--- config.mk ---
export PLATFORM = sky130hd
export DESIGN_NAME = reg_addr_decode
export DESIGN_NICKNAME = d
export VERILOG_FILES = /design/src/rtl/risc_pkg.sv /design/src/rtl/reg_scoreboard.sv /design/src/rtl/reg_addr_decode.sv
export SDC_FILE = /design/constraint.sdc
export NUM_CORES = 1
export LEC_CHECK = 0
export BUFFER_PORTS_ARGS = -buffer_cell sky130_fd_sc_hd__buf_4
export CAP_MARGIN = 20
export CORE_ASPECT_RATIO = 1.2
export CORE_UTILIZATION = 36
export CTS_CLUSTER_SIZE = 10
export DETAILED_ROUTE_END_ITERATION = 12
export PLACE_DENSITY = 0.95
export SLEW_MARGIN = 20
export SYNTH_ARGS = -nofsm -noshare
export SYNTH_HDL_FRONTEND = slang
export SYNTH_SLANG_ARGS = --single-unit
--- constraint.sdc ---
create_clock -name clk -period 1.1 [get_ports clk]
set_input_delay 0.11 -clock clk [delete_from_list [all_inputs] [get_ports clk]]
set_output_delay 0.11 -clock clk [all_outputs]
set_load 0.005 [all_outputs]
--- src/rtl/risc_pkg.sv ---
// Shared constants and decode-state type for the RISC fetch/decode stage.
package risc_pkg;

  localparam int          RISC_OPC_W      = 4;
  localparam int          RISC_ADDR_W     = 5;
  localparam int          RISC_SHORT_W    = 4;
  // Opcodes 3, 6, 7, 8, 10 and 14 carry a short destination field.
  localparam logic [15:0] RISC_SHORT_MASK = 16'h45C8;

  typedef enum logic [1:0] {
    IDLE  = 2'd0,
    HELD  = 2'd1,
    STALL = 2'd2
  } dec_state_e;

endpackage

--- src/rtl/reg_scoreboard.sv ---
// Pending-write scoreboard: one bit per register, set on issue, cleared on write-back.
// The lookup sees this edge's updates so a fetch agrees with the post-edge vector.
module reg_scoreboard
  import risc_pkg::*;
#(
  parameter int ADDR_W = RISC_ADDR_W
) (
  input  logic                 clk,
  input  logic                 rst,
  input  logic                 set_i,
  input  logic [ADDR_W-1:0]    set_addr_i,
  input  logic                 clr_i,
  input  logic [ADDR_W-1:0]    clr_addr_i,
  input  logic [ADDR_W-1:0]    look_addr_i,
  output logic                 look_hit_o,
  output logic [2**ADDR_W-1:0] pending_o
);

  logic [2**ADDR_W-1:0] pend_q, pend_d;

  // Clear first so a same-address set wins.
  always_comb begin
    pend_d = pend_q;
    if (clr_i) pend_d[clr_addr_i] = 1'b0;
    if (set_i) pend_d[set_addr_i] = 1'b1;
  end

  always_ff @(negedge clk) begin
    if (rst) pend_q <= '0;
    else     pend_q <= pend_d;
  end

  assign look_hit_o = pend_d[look_addr_i];
  assign pending_o  = pend_q;

endmodule

--- src/rtl/reg_addr_decode.sv ---
// Destination-register address decoder with optional write-back hazard scoreboard.
// Define REG_ADDR_SCOREBOARD_EN to build the scoreboard, STALL state and hazard output.
module reg_addr_decode
  import risc_pkg::*;
#(
  parameter int                  OPC_W      = RISC_OPC_W,
  parameter int                  ADDR_W     = RISC_ADDR_W,
  parameter int                  SHORT_W    = RISC_SHORT_W,
  parameter logic [2**OPC_W-1:0] SHORT_MASK = RISC_SHORT_MASK
) (
  input  logic                 clk,
  input  logic                 rst,
  input  logic                 en_Fetch,
  input  logic [OPC_W-1:0]     I,
  input  logic [ADDR_W-1:0]    rd_field,
  input  logic                 en_Issue,
  input  logic                 wb_en,
  input  logic [ADDR_W-1:0]    wb_addr,
  output logic [ADDR_W-1:0]    rd_addr,
  output logic                 rd_short,
  output logic                 rd_valid,
  output logic                 issued,
  output logic                 hazard,
  output logic [2**ADDR_W-1:0] pending
);

  dec_state_e        state_q, state_d;
  logic [ADDR_W-1:0] rd_addr_q, rd_addr_d;
  logic              rd_short_q, rd_short_d;
  logic              issued_q, issued_d;

  logic              new_short;
  logic [ADDR_W-1:0] new_addr;
  logic              new_pend;
  logic              do_issue;
  logic              wb_hit;

  assign new_short = SHORT_MASK[I];
  assign new_addr  = new_short ? {{(ADDR_W-SHORT_W){1'b0}}, rd_field[SHORT_W-1:0]}
                               : rd_field;
  assign do_issue  = (state_q == HELD) && en_Issue;

`ifdef REG_ADDR_SCOREBOARD_EN
  assign wb_hit = wb_en && (wb_addr == rd_addr_q);

  reg_scoreboard #(.ADDR_W(ADDR_W)) u_sb (
    .clk         (clk),
    .rst         (rst),
    .set_i       (do_issue),
    .set_addr_i  (rd_addr_q),
    .clr_i       (wb_en),
    .clr_addr_i  (wb_addr),
    .look_addr_i (new_addr),
    .look_hit_o  (new_pend),
    .pending_o   (pending)
  );

  // Same-cycle write-back to the held destination bypasses the stall.
  assign hazard = (state_q == STALL) && !wb_hit;
`else
  logic unused_wb;
  assign unused_wb = ^{wb_en, wb_addr};
  assign wb_hit    = 1'b0;
  assign new_pend  = 1'b0;
  assign pending   = '0;
  assign hazard    = 1'b0;
`endif

  always_comb begin
    state_d    = state_q;
    rd_addr_d  = rd_addr_q;
    rd_short_d = rd_short_q;
    issued_d   = 1'b0;

    unique case (state_q)
      IDLE: ;
      HELD: begin
        if (do_issue) begin
          issued_d = 1'b1;
          state_d  = IDLE;
        end
      end
      STALL: begin
        if (wb_hit) state_d = HELD;
      end
      default: state_d = IDLE;
    endcase

    // A fetch in any state replaces the held decode (redirect or issue+fetch).
    if (en_Fetch) begin
      rd_addr_d  = new_addr;
      rd_short_d = new_short;
      state_d    = new_pend ? STALL : HELD;
    end
  end

  always_ff @(negedge clk) begin
    if (rst) begin
      state_q    <= IDLE;
      rd_addr_q  <= '0;
      rd_short_q <= 1'b0;
      issued_q   <= 1'b0;
    end else begin
      state_q    <= state_d;
      rd_addr_q  <= rd_addr_d;
      rd_short_q <= rd_short_d;
      issued_q   <= issued_d;
    end
  end

  assign rd_addr  = rd_addr_q;
  assign rd_short = rd_short_q;
  assign rd_valid = (state_q != IDLE);
  assign issued   = issued_q;

endmodule

## Word-level counts from Yosys, hierarchy flattened

Memory sizes are Yosys's and may differ from the RTL's.
Index checks and enable logic that the tools add are counted.

| word-level totals | value |
|---|---|
| bits of input ports | 19 |
| output and inout port bits | 41 |
| word-level logic and storage cells | 28 |
| memory bits (read-only) | 16 |
| memories | 1 |
| flip-flop bits (word level) | 9 |

| operators by class | value |
|---|---|
| equal/unequal tests | 5 |
| reductions and logical operators | 8 |
| bitwise gates (word level) | 2 |
| $lt $le $gt $ge | 1 |
| multiplexer cells | 6 |

Memory list:

| memory | words | width | rd ports | clocked after memory_dff | wr ports | line | text |
|---|---|---|---|---|---|---|---|
| (no name shown) | 16 | 1 | 1 | 0 | 0 | reg_addr_decode.sv:38 | `assign new_short = SHORT_MASK[I];` |

Operators with widths:

| cell | number |
|---|---|
| 2-bit OR reduction | 3 |
| 4-bit by 5-bit less-than comparator with 1-bit output, second input constant | 1 |
| 5-bit 2-to-1 mux | 1 |
| 2-bit case mux with 2 select lines | 1 |
| 2-bit AND reduction | 2 |
| 1-bit 2-to-1 mux | 3 |
| 3-bit != test, second input constant | 1 |
| 2-bit by 1-bit == test with 1-bit output, second input constant | 1 |
| 2-bit == test, second input constant | 1 |
| 2-bit zero test | 1 |
| 2-bit 2-to-1 mux | 1 |
| 2-bit by 1-bit != test with 1-bit output, second input constant | 1 |
| 2-bit != test, second input constant | 1 |
| 1-bit NOT | 2 |
| 2-bit nonzero test | 1 |
| 1-bit logical AND | 1 |

## Depth between registers and ports, before layout

Gate-level depths: netlist of the first run.

| depth | value |
|---|---|
| depth in word-level cells | 5 |
| depth in mapped cells | 4 |
| gate-level depth less buffers | 3 |

==> results of run 1 <==
cell families (layout without fill, tap and decap cells):
family	after synthesis	in the layout
muxes	5	5
AOI/OAI and AO/OA	4	4
and+or+nand+nor	11	11
DFF	8	8
other	1	33
buffers and inverters	37	36
area by class of cell:
cell class | instances | area (sq um)
inverter | 1 | 6.256
clock buffer | 3 | 22.52
multi-input combinational | 53 | 255.2
sequential | 8 | 170.2
timing repair buffer | 24 | 214.0
clock inverter | 8 | 30.03
tap | 17 | 21.27
fill | 152 | 725.7
registers in the layout, indices dropped and copies added (netlist names):
name      flops
rd_addr       5
rd_short      1
state_q       1
issued        1
metrics by stage:
step                      hold WS, ns  setup WS, ns  total power, mW  utilization (%)  setup TNS [ns]
after global routing           0.5028       -0.3366           0.8695            49.78          -2.520
after detailed placement       0.4543       -0.3585           0.5097            42.86          -1.460
after floorplan                0.4393       -0.2043           0.5257                -         -0.3570
after global placement         0.4527       -0.3298           0.5048            42.86          -1.231
final                          0.4715       -0.2958           0.7975            49.78          -2.270
after CTS                      0.4652       -0.3063           0.8196            49.78          -2.380
layout by cell type, fill, tap and decap left out:
master	netlist	layout
a21oi_1	2	2
a221o_1	1	1
and2_1	1	1
buf_4	33	15
buf_6	1	9
clkbuf_4	0	3
conb_1	1	33
dfxtp_2	0	8
inv_1	1	8
inv_4	1	1
mux2i_1	5	5
nand2_1	2	2
nand2b_1	2	1
nand2b_4	0	1
nor2_1	6	6
o21ai_1	1	1
path summary, 6_finish.rpt:
check	start	to	slack (ns)	depth (start not counted)
setup / recovery	rd_short$_SDFFE_NP0P_	rd_short	-0.30	1
hold / removal	rd_short$_SDFFE_NP0P_	rd_short$_SDFFE_NP0P_	0.47	2
hold reg to reg	rd_short$_SDFFE_NP0P_	rd_short$_SDFFE_NP0P_	0.47	2
setup reg to reg	rd_addr[4]$_SDFFE_NP0P_	rd_addr[4]$_SDFFE_NP0P_	0.36	3
layer usage:
metal	part of all wire [%]	routed length (microns)	track usage (%)	vias up
met5	0	0	0	-
met4	0	0	8.571	0
met3	11	90	6.404	0
met2	53	419	16.27	34
met1	35	279	9.451	180
li1	-	-	-	201
where the power goes:
part	switching (mW)	total [mW]	internal, mW	leakage (nW)
Sequential	0.0111	0.324	0.313	0.0688
Clock	0.158	0.322	0.164	0.0564
Combinational	0.0657	0.152	0.0863	0.301
Total	0.235	0.798	0.563	0.426
repair_timing:
item                       CTS  global route
setup endpoints to repair    9             9
gates cloned                 0             0
resized for setup           17             0
pin swaps                    0             0
setup buffers                1             0
==> impl_metrics.yaml, run 1 <==
status:
  status: "finished with violations"
  violations: "setup timing"
power:
  cellLeakagePower_nw: 0.4263
  peakVddDrop_mv: 0.5969
  power_density_mw_per_mm2: 1109
synthesis:
  ys_ff_latch: 8
  yosys-top-cells-area: "buf_4 44%, dfxtp_1 29%, mux2i_1 8.9%"
  ys_seq_area_share_pct: 28.57
  yosysMostFrequentCell: "buf_4"
  avgSynthCellArea_sq_um: 8.493
  synth_common_cells: "33 x buf_4, 8 x dfxtp_1, 6 x nor2_1"
  synthXorXnorAreaFrac_pct: 0
  async_flop_share_pct: 0
  synthAdderAreaFrac_pct: 0
  ys_types: 15
  yosys.area_share.simple_pct: 8.705
  synthCells: 66
  ys.flop_type: "dfxtp_1"
  synth_edf_count: 0
  synth_area_sq_um: 560.5
  synth_top_area_share_pct: 44.20
  muxShareOfSynthArea_pct: 8.929
  ys_warn_count: 0
  synth_top_area_cell: "buf_4"
  synth-compound-area-share_pct: 4.464
  synth_top_family_by_area: "buffers and inverters"
placed_design:
  dp_hpwl_microns: 664.4
  dp_cells: 103
  placed_cell_area_sq_um: 619.3
  portBuffers: 20
  place_congestion: 0.6340
clock_network:
  cts.htree.levels: 1
  clk_path_buf_depth: 2
  numCtsBuffers: 3
  clock-sinks: 8
  clk_pin_slew_ns: 0.04
  hold_buffers: 0
  cts_tree: "built"
  clk_latency_ns: 0.31
  cts_root_buffer: "clkbuf_4"
final_layout:
  layout-drive-gt1-share_pct: 38.14
  instances_no_fill: 114
  fin_nets: 118
  areaGrowthSynthToFinish_pct: 28.35
  fin_area_sq_um: 719.4
  n_antenna_cell: 0
route:
  vias_per_cell: 3.640
  vias: 415
  ant_nets: 0
  wire_per_inst_microns: 6.921
  wirelength_microns: 789
  dr.first_iter.drc_count: 0
  drtPass1Iterations: 1
  drc: 0
worst_setup_path:
  critical_path_buf_inv_count: 1
  crit_path_top_delay_cell: "dfxtp_2"
  startpoint_type: "flip-flop"
  cpPeakStageDelay_ns: 0.32
  cp_data_required_time_ns: 0.99
  end_kind: "primary output"
  path_cells: "buf_6"
  worstPathArrival_ns: 1.29
  path_class: "reg -> out"
  crit_path_max_fanout: 2
  cpLargestDelayFamily: "flip-flops"
sta:
  worst_slack_ns: -0.2958
  setup_viol: 9
  finalClockSkew_ns: 0.004950
  drv_slew: 0
  rsz0062_at_grt: "true"
  finalHoldViolations: 0
floorplan:
  initial_core_util_pct: 38.79
  die_w_microns: 38.02
  die-height_microns: 45.23
  row_count: 15
  die-area_sq_mm: 0.001719
  core_sq_mm: 0.001445
  io_pins: 60
flow_run:
  drv_cap: 0
global_route:
  grt_max_degree: 9
  grt_antenna_before_repair: 0
  first_global_vias: 356
  grt_pass1_wl_microns: 1214
  overflow: 0
  grt_usage_pct: 10.46
worst_hold_path:
  hold_class: "reg -> reg"
No activity file was read; power rests on OpenSTA's default activity.
==> run 2, diff against run 1 <==
--- a/config.mk
+++ b/config.mk
@@ -8,6 +8,7 @@
 export BUFFER_PORTS_ARGS = -buffer_cell sky130_fd_sc_hd__buf_4
 export CAP_MARGIN = 20
 export CORE_ASPECT_RATIO = 1.2
+export CORE_MARGIN = 5
 export CORE_UTILIZATION = 36
 export CTS_CLUSTER_SIZE = 10
 export DETAILED_ROUTE_END_ITERATION = 12
==> impl_metrics.yaml, run 2 (synthesized netlist as in run 1, its figures left out) <==
status:
  status: "finished with violations"
  violations: "setup timing"
floorplan:
  die-height_microns: 53.23
  row_count: 15
  die_w_microns: 46.02
  die-area_sq_mm: 0.002449
  core_sq_mm: 0.001464
  initial_core_util_pct: 38.29
  io_pins: 60
global_route:
  grt_usage_pct: 9.184
  first_global_vias: 371
  grt_max_degree: 9
  grt_pass1_wl_microns: 1497
  grt_antenna_before_repair: 0
  overflow: 0
sta:
  finalHoldViolations: 0
  rsz0062_at_grt: "true"
  setup_viol: 9
  worst_slack_ns: -0.2956
  finalClockSkew_ns: 0.003580
  setup_tns_ns: -2.303
  fin_hold_ws_ns: 0.4874
  drv_slew: 0
route:
  drtPass1Iterations: 2
  wirelength_microns: 1126
  drc: 0
  vias: 429
  dr.first_iter.drc_count: 3
  ant_nets: 0
  vias_per_cell: 3.698
  wire_per_inst_microns: 9.707
final_layout:
  final_common_cell: "conb_1"
  nFillCells: 159
  layout_common_cells: "33 x conb_1, 17 x buf_4, 9 x buf_6"
  layout-drive-gt1-share_pct: 40.40
  fin_nets: 120
  areaGrowthSynthToFinish_pct: 31.70
  largest_reg_flops: 5
  fin_area_sq_um: 738.2
  n_antenna_cell: 0
clock_network:
  clk_path_buf_depth: 2
  numCtsBuffers: 3
  hold_buffers: 0
  clock-sinks: 8
  cts_tree: "built"
  clk_latency_ns: 0.31
  cts.htree.levels: 1
  clk_pin_slew_ns: 0.04
  cts_root_buffer: "clkbuf_4"
power:
  p_sw_share_pct: 29.99
  power_frac_clock_pct: 40.0
  p_seq_share_pct: 39.8
  p_sw_uw: 243.5
  peakVddDrop_mv: 0.6986
  cellLeakagePower_nw: 0.4366
  power_frac_comb_pct: 20.2
  power_density_mw_per_mm2: 1100
  intPower_uw: 568.4
worst_setup_path:
  startpoint_type: "flip-flop"
  cpLargestDelayFamily: "flip-flops"
  end_kind: "primary output"
  crit_path_max_fanout: 2
  worstPathArrival_ns: 1.29
  path_class: "reg -> out"
  cpPeakStageDelay_ns: 0.32
  crit_path_top_delay_cell: "dfxtp_2"
  cp_data_required_time_ns: 0.99
  critical_path_buf_inv_count: 1
  path_cells: "buf_6"
placed_design:
  portBuffers: 20
  place_ws_ns: -0.3496
  placed_cell_area_sq_um: 619.3
  dp_hpwl_microns: 934
  place_congestion: 0.6308
worst_hold_path:
  hold_class: "reg -> reg"
flow_run:
  drv_cap: 0
==> run 2: power groups by stage <==
stage	Clock (mW)	Sequential [mW]	Combinational, mW
finish	0.325	0.323	0.164
CTS	0.343	0.323	0.154
global route	0.387	0.326	0.183
detailed placement	0.0505	0.321	0.140
floorplan	0.0505	0.322	0.153
global placement	0.0505	0.320	0.135
==> run 2: repair_timing <==
item	4_1_cts	5_1_grt
setup buffers	1	2
endpoints found under the setup margin	9	10
resized for setup	15	3
==> run 2: layer usage <==
metal,track usage (%),vias up,part of all wire (%)
met3,8.163,0,18
met1,6.680,191,26
met5,0,-,0
met4,4.265,0,0
li1,-,204,-
met2,15.83,34,56
==> run 2: stage by stage <==
step                      power (mW)  std cells  utilization, %
after floorplan               0.5257         98               -
after global placement        0.5048        103           42.31
after detailed placement      0.5117        103           42.31
after CTS                     0.8197        114           48.80
after global routing          0.8950        116           50.43
final                         0.8119        116           50.43
==> run 2: worst paths after layout <==
path | start | to | slack (ns) | cells after the start
worst min register to register | rd_addr[1]$_SDFFE_NP0P_ | rd_addr[1]$_SDFFE_NP0P_ | 0.49 | 2
worst min-delay path | rd_addr[1]$_SDFFE_NP0P_ | rd_addr[1]$_SDFFE_NP0P_ | 0.49 | 2
worst max-delay path | rd_short$_SDFFE_NP0P_ | rd_short | -0.30 | 1
worst max register to register | state_q[0]$_SDFFE_NP0P_ | state_q[0]$_SDFFE_NP0P_ | 0.31 | 4
==> run 2: area by class of cell <==
cell class / count / area, sq um / share of cell area (%)
multi-input cells: 53 / 259.0 / 35.08
repair buffers: 26 / 229.0 / 31.02
flip-flops and latches: 8 / 170.2 / 23.05
clock inverters: 8 / 30.03 / 4.068
clock buffers: 3 / 22.52 / 3.051
well taps: 17 / 21.27 / 2.881
inverters: 1 / 6.256 / 0.8475
==> run 3, diff against run 2 <==
--- a/config.mk
+++ b/config.mk
@@ -13,6 +13,7 @@
 export CTS_CLUSTER_SIZE = 10
 export DETAILED_ROUTE_END_ITERATION = 12
 export PLACE_DENSITY = 0.95
+export SKIP_CTS_REPAIR_TIMING = 1
 export SLEW_MARGIN = 20
 export SYNTH_ARGS = -nofsm -noshare
 export SYNTH_HDL_FRONTEND = slang
==> impl_metrics.yaml, run 3 (synthesized netlist as in run 1, its figures left out) <==
status:
  status: "finished with violations"
  violations: "setup timing"
global_route:
  grt_usage_pct: 8.912
  grt_pass1_wl_microns: 1469
  overflow: 0
  grt_max_degree: 9
  first_global_vias: 359
  grt_antenna_before_repair: 0
floorplan:
  die-height_microns: 53.23
  core_sq_mm: 0.001464
  die-area_sq_mm: 0.002449
  row_count: 15
  die_w_microns: 46.02
  io_pins: 60
  initial_core_util_pct: 38.29
clock_network:
  cts_tree: "built"
  clk_latency_ns: 0.31
  cts_root_buffer: "clkbuf_4"
  clk_pin_slew_ns: 0.04
  cts.htree.levels: 1
  clk_path_buf_depth: 2
  clock-sinks: 8
  numCtsBuffers: 3
route:
  wirelength_microns: 1119
  drc: 0
  dr.first_iter.drc_count: 3
  wire_per_inst_microns: 9.647
  vias_per_cell: 3.690
  vias: 428
  drtPass1Iterations: 2
  ant_nets: 0
placed_design:
  dp_hpwl_microns: 934
  place_ws_ns: -0.3496
  place_congestion: 0.6308
  portBuffers: 20
  dp_cells: 103
final_layout:
  layout_common_cells: "33 x conb_1, 17 x buf_4, 9 x buf_6"
  n_antenna_cell: 0
  layout-drive-gt1-share_pct: 40.40
  seq_area_sq_um: 170.2
  areaGrowthSynthToFinish_pct: 31.70
  multi_input_area_sq_um: 259.0
  fin_nets: 120
  final_common_cell: "conb_1"
  nFillCells: 160
  instances_no_fill: 116
  largest_reg_flops: 5
worst_setup_path:
  cpPeakStageDelay_ns: 0.32
  worstPathArrival_ns: 1.29
  path_cells: "buf_6"
  path_class: "reg -> out"
  crit_path_max_fanout: 2
  cpLargestDelayFamily: "flip-flops"
  cp_data_required_time_ns: 0.99
  startpoint_type: "flip-flop"
  critical_path_buf_inv_count: 1
  crit_path_top_delay_cell: "dfxtp_2"
  end_kind: "primary output"
sta:
  finalHoldViolations: 0
  setup_viol: 9
  drv_slew: 0
  worst_slack_ns: -0.2956
  rsz0062_at_grt: "true"
  finalClockSkew_ns: 0.003580
flow_run:
  drv_cap: 0
power:
  cellLeakagePower_nw: 0.4367
  power_density_mw_per_mm2: 1101
  peakVddDrop_mv: 0.6988
worst_hold_path:
  hold_class: "reg -> reg"
## run 3: area by class of cell
cell class	instances	share of cell area [%]
inverters	1	0.8475
clock inverters	8	4.068
flip-flops and latches	8	23.05
clock buffers	3	3.051
repair buffers	26	31.02
well taps	17	2.881
multi-input cells	53	35.08
## run 3: path summary, 6_finish.rpt
check / from / to / slack [ns] / depth (start not counted)
min: rd_addr[1]$_SDFFE_NP0P_ / rd_addr[1]$_SDFFE_NP0P_ / 0.49 / 2
max: rd_short$_SDFFE_NP0P_ / rd_short / -0.30 / 1
max reg2reg: state_q[0]$_SDFFE_NP0P_ / state_q[0]$_SDFFE_NP0P_ / 0.31 / 4
min reg2reg: rd_addr[1]$_SDFFE_NP0P_ / rd_addr[1]$_SDFFE_NP0P_ / 0.49 / 2
## run 3: routing by layer
| layer | wire length, microns | share of wire (%) | global-route usage [%] | vias up |
|---|---|---|---|---|
| met3 | 203 | 18 | 7.823 | 0 |
| met2 | 623 | 56 | 14.45 | 34 |
| li1 | - | - | - | 204 |
| met4 | 0 | 0 | 4.265 | 0 |
| met1 | 292 | 26 | 7.287 | 190 |
| met5 | 0 | 0 | 0 | - |
## run 3: power breakdown
group,switching [mW],internal [mW]
logic,0.0717,0.0921
registers,0.0106,0.313
clock network,0.162,0.164
## run 3: metrics by stage
step / util (%) / instance area, sq um / power [mW] / setup TNS [ns] / hold slack (ns)
6_report: 50.43 / 738.2 / 0.8126 / -2.306 / 0.4872
3_5_place_dp: 42.31 / 619.3 / 0.5117 / -1.419 / 0.4726
5_1_grt: 50.43 / 738.2 / 0.8947 / -2.643 / 0.5291
4_1_cts: 45.64 / 668.1 / 0.8009 / -2.538 / 0.4888
3_3_place_gp: 42.31 / 619.3 / 0.5048 / -1.236 / 0.4514
2_1_floorplan: - / 691.9 / 0.5257 / -0.3570 / 0.4393
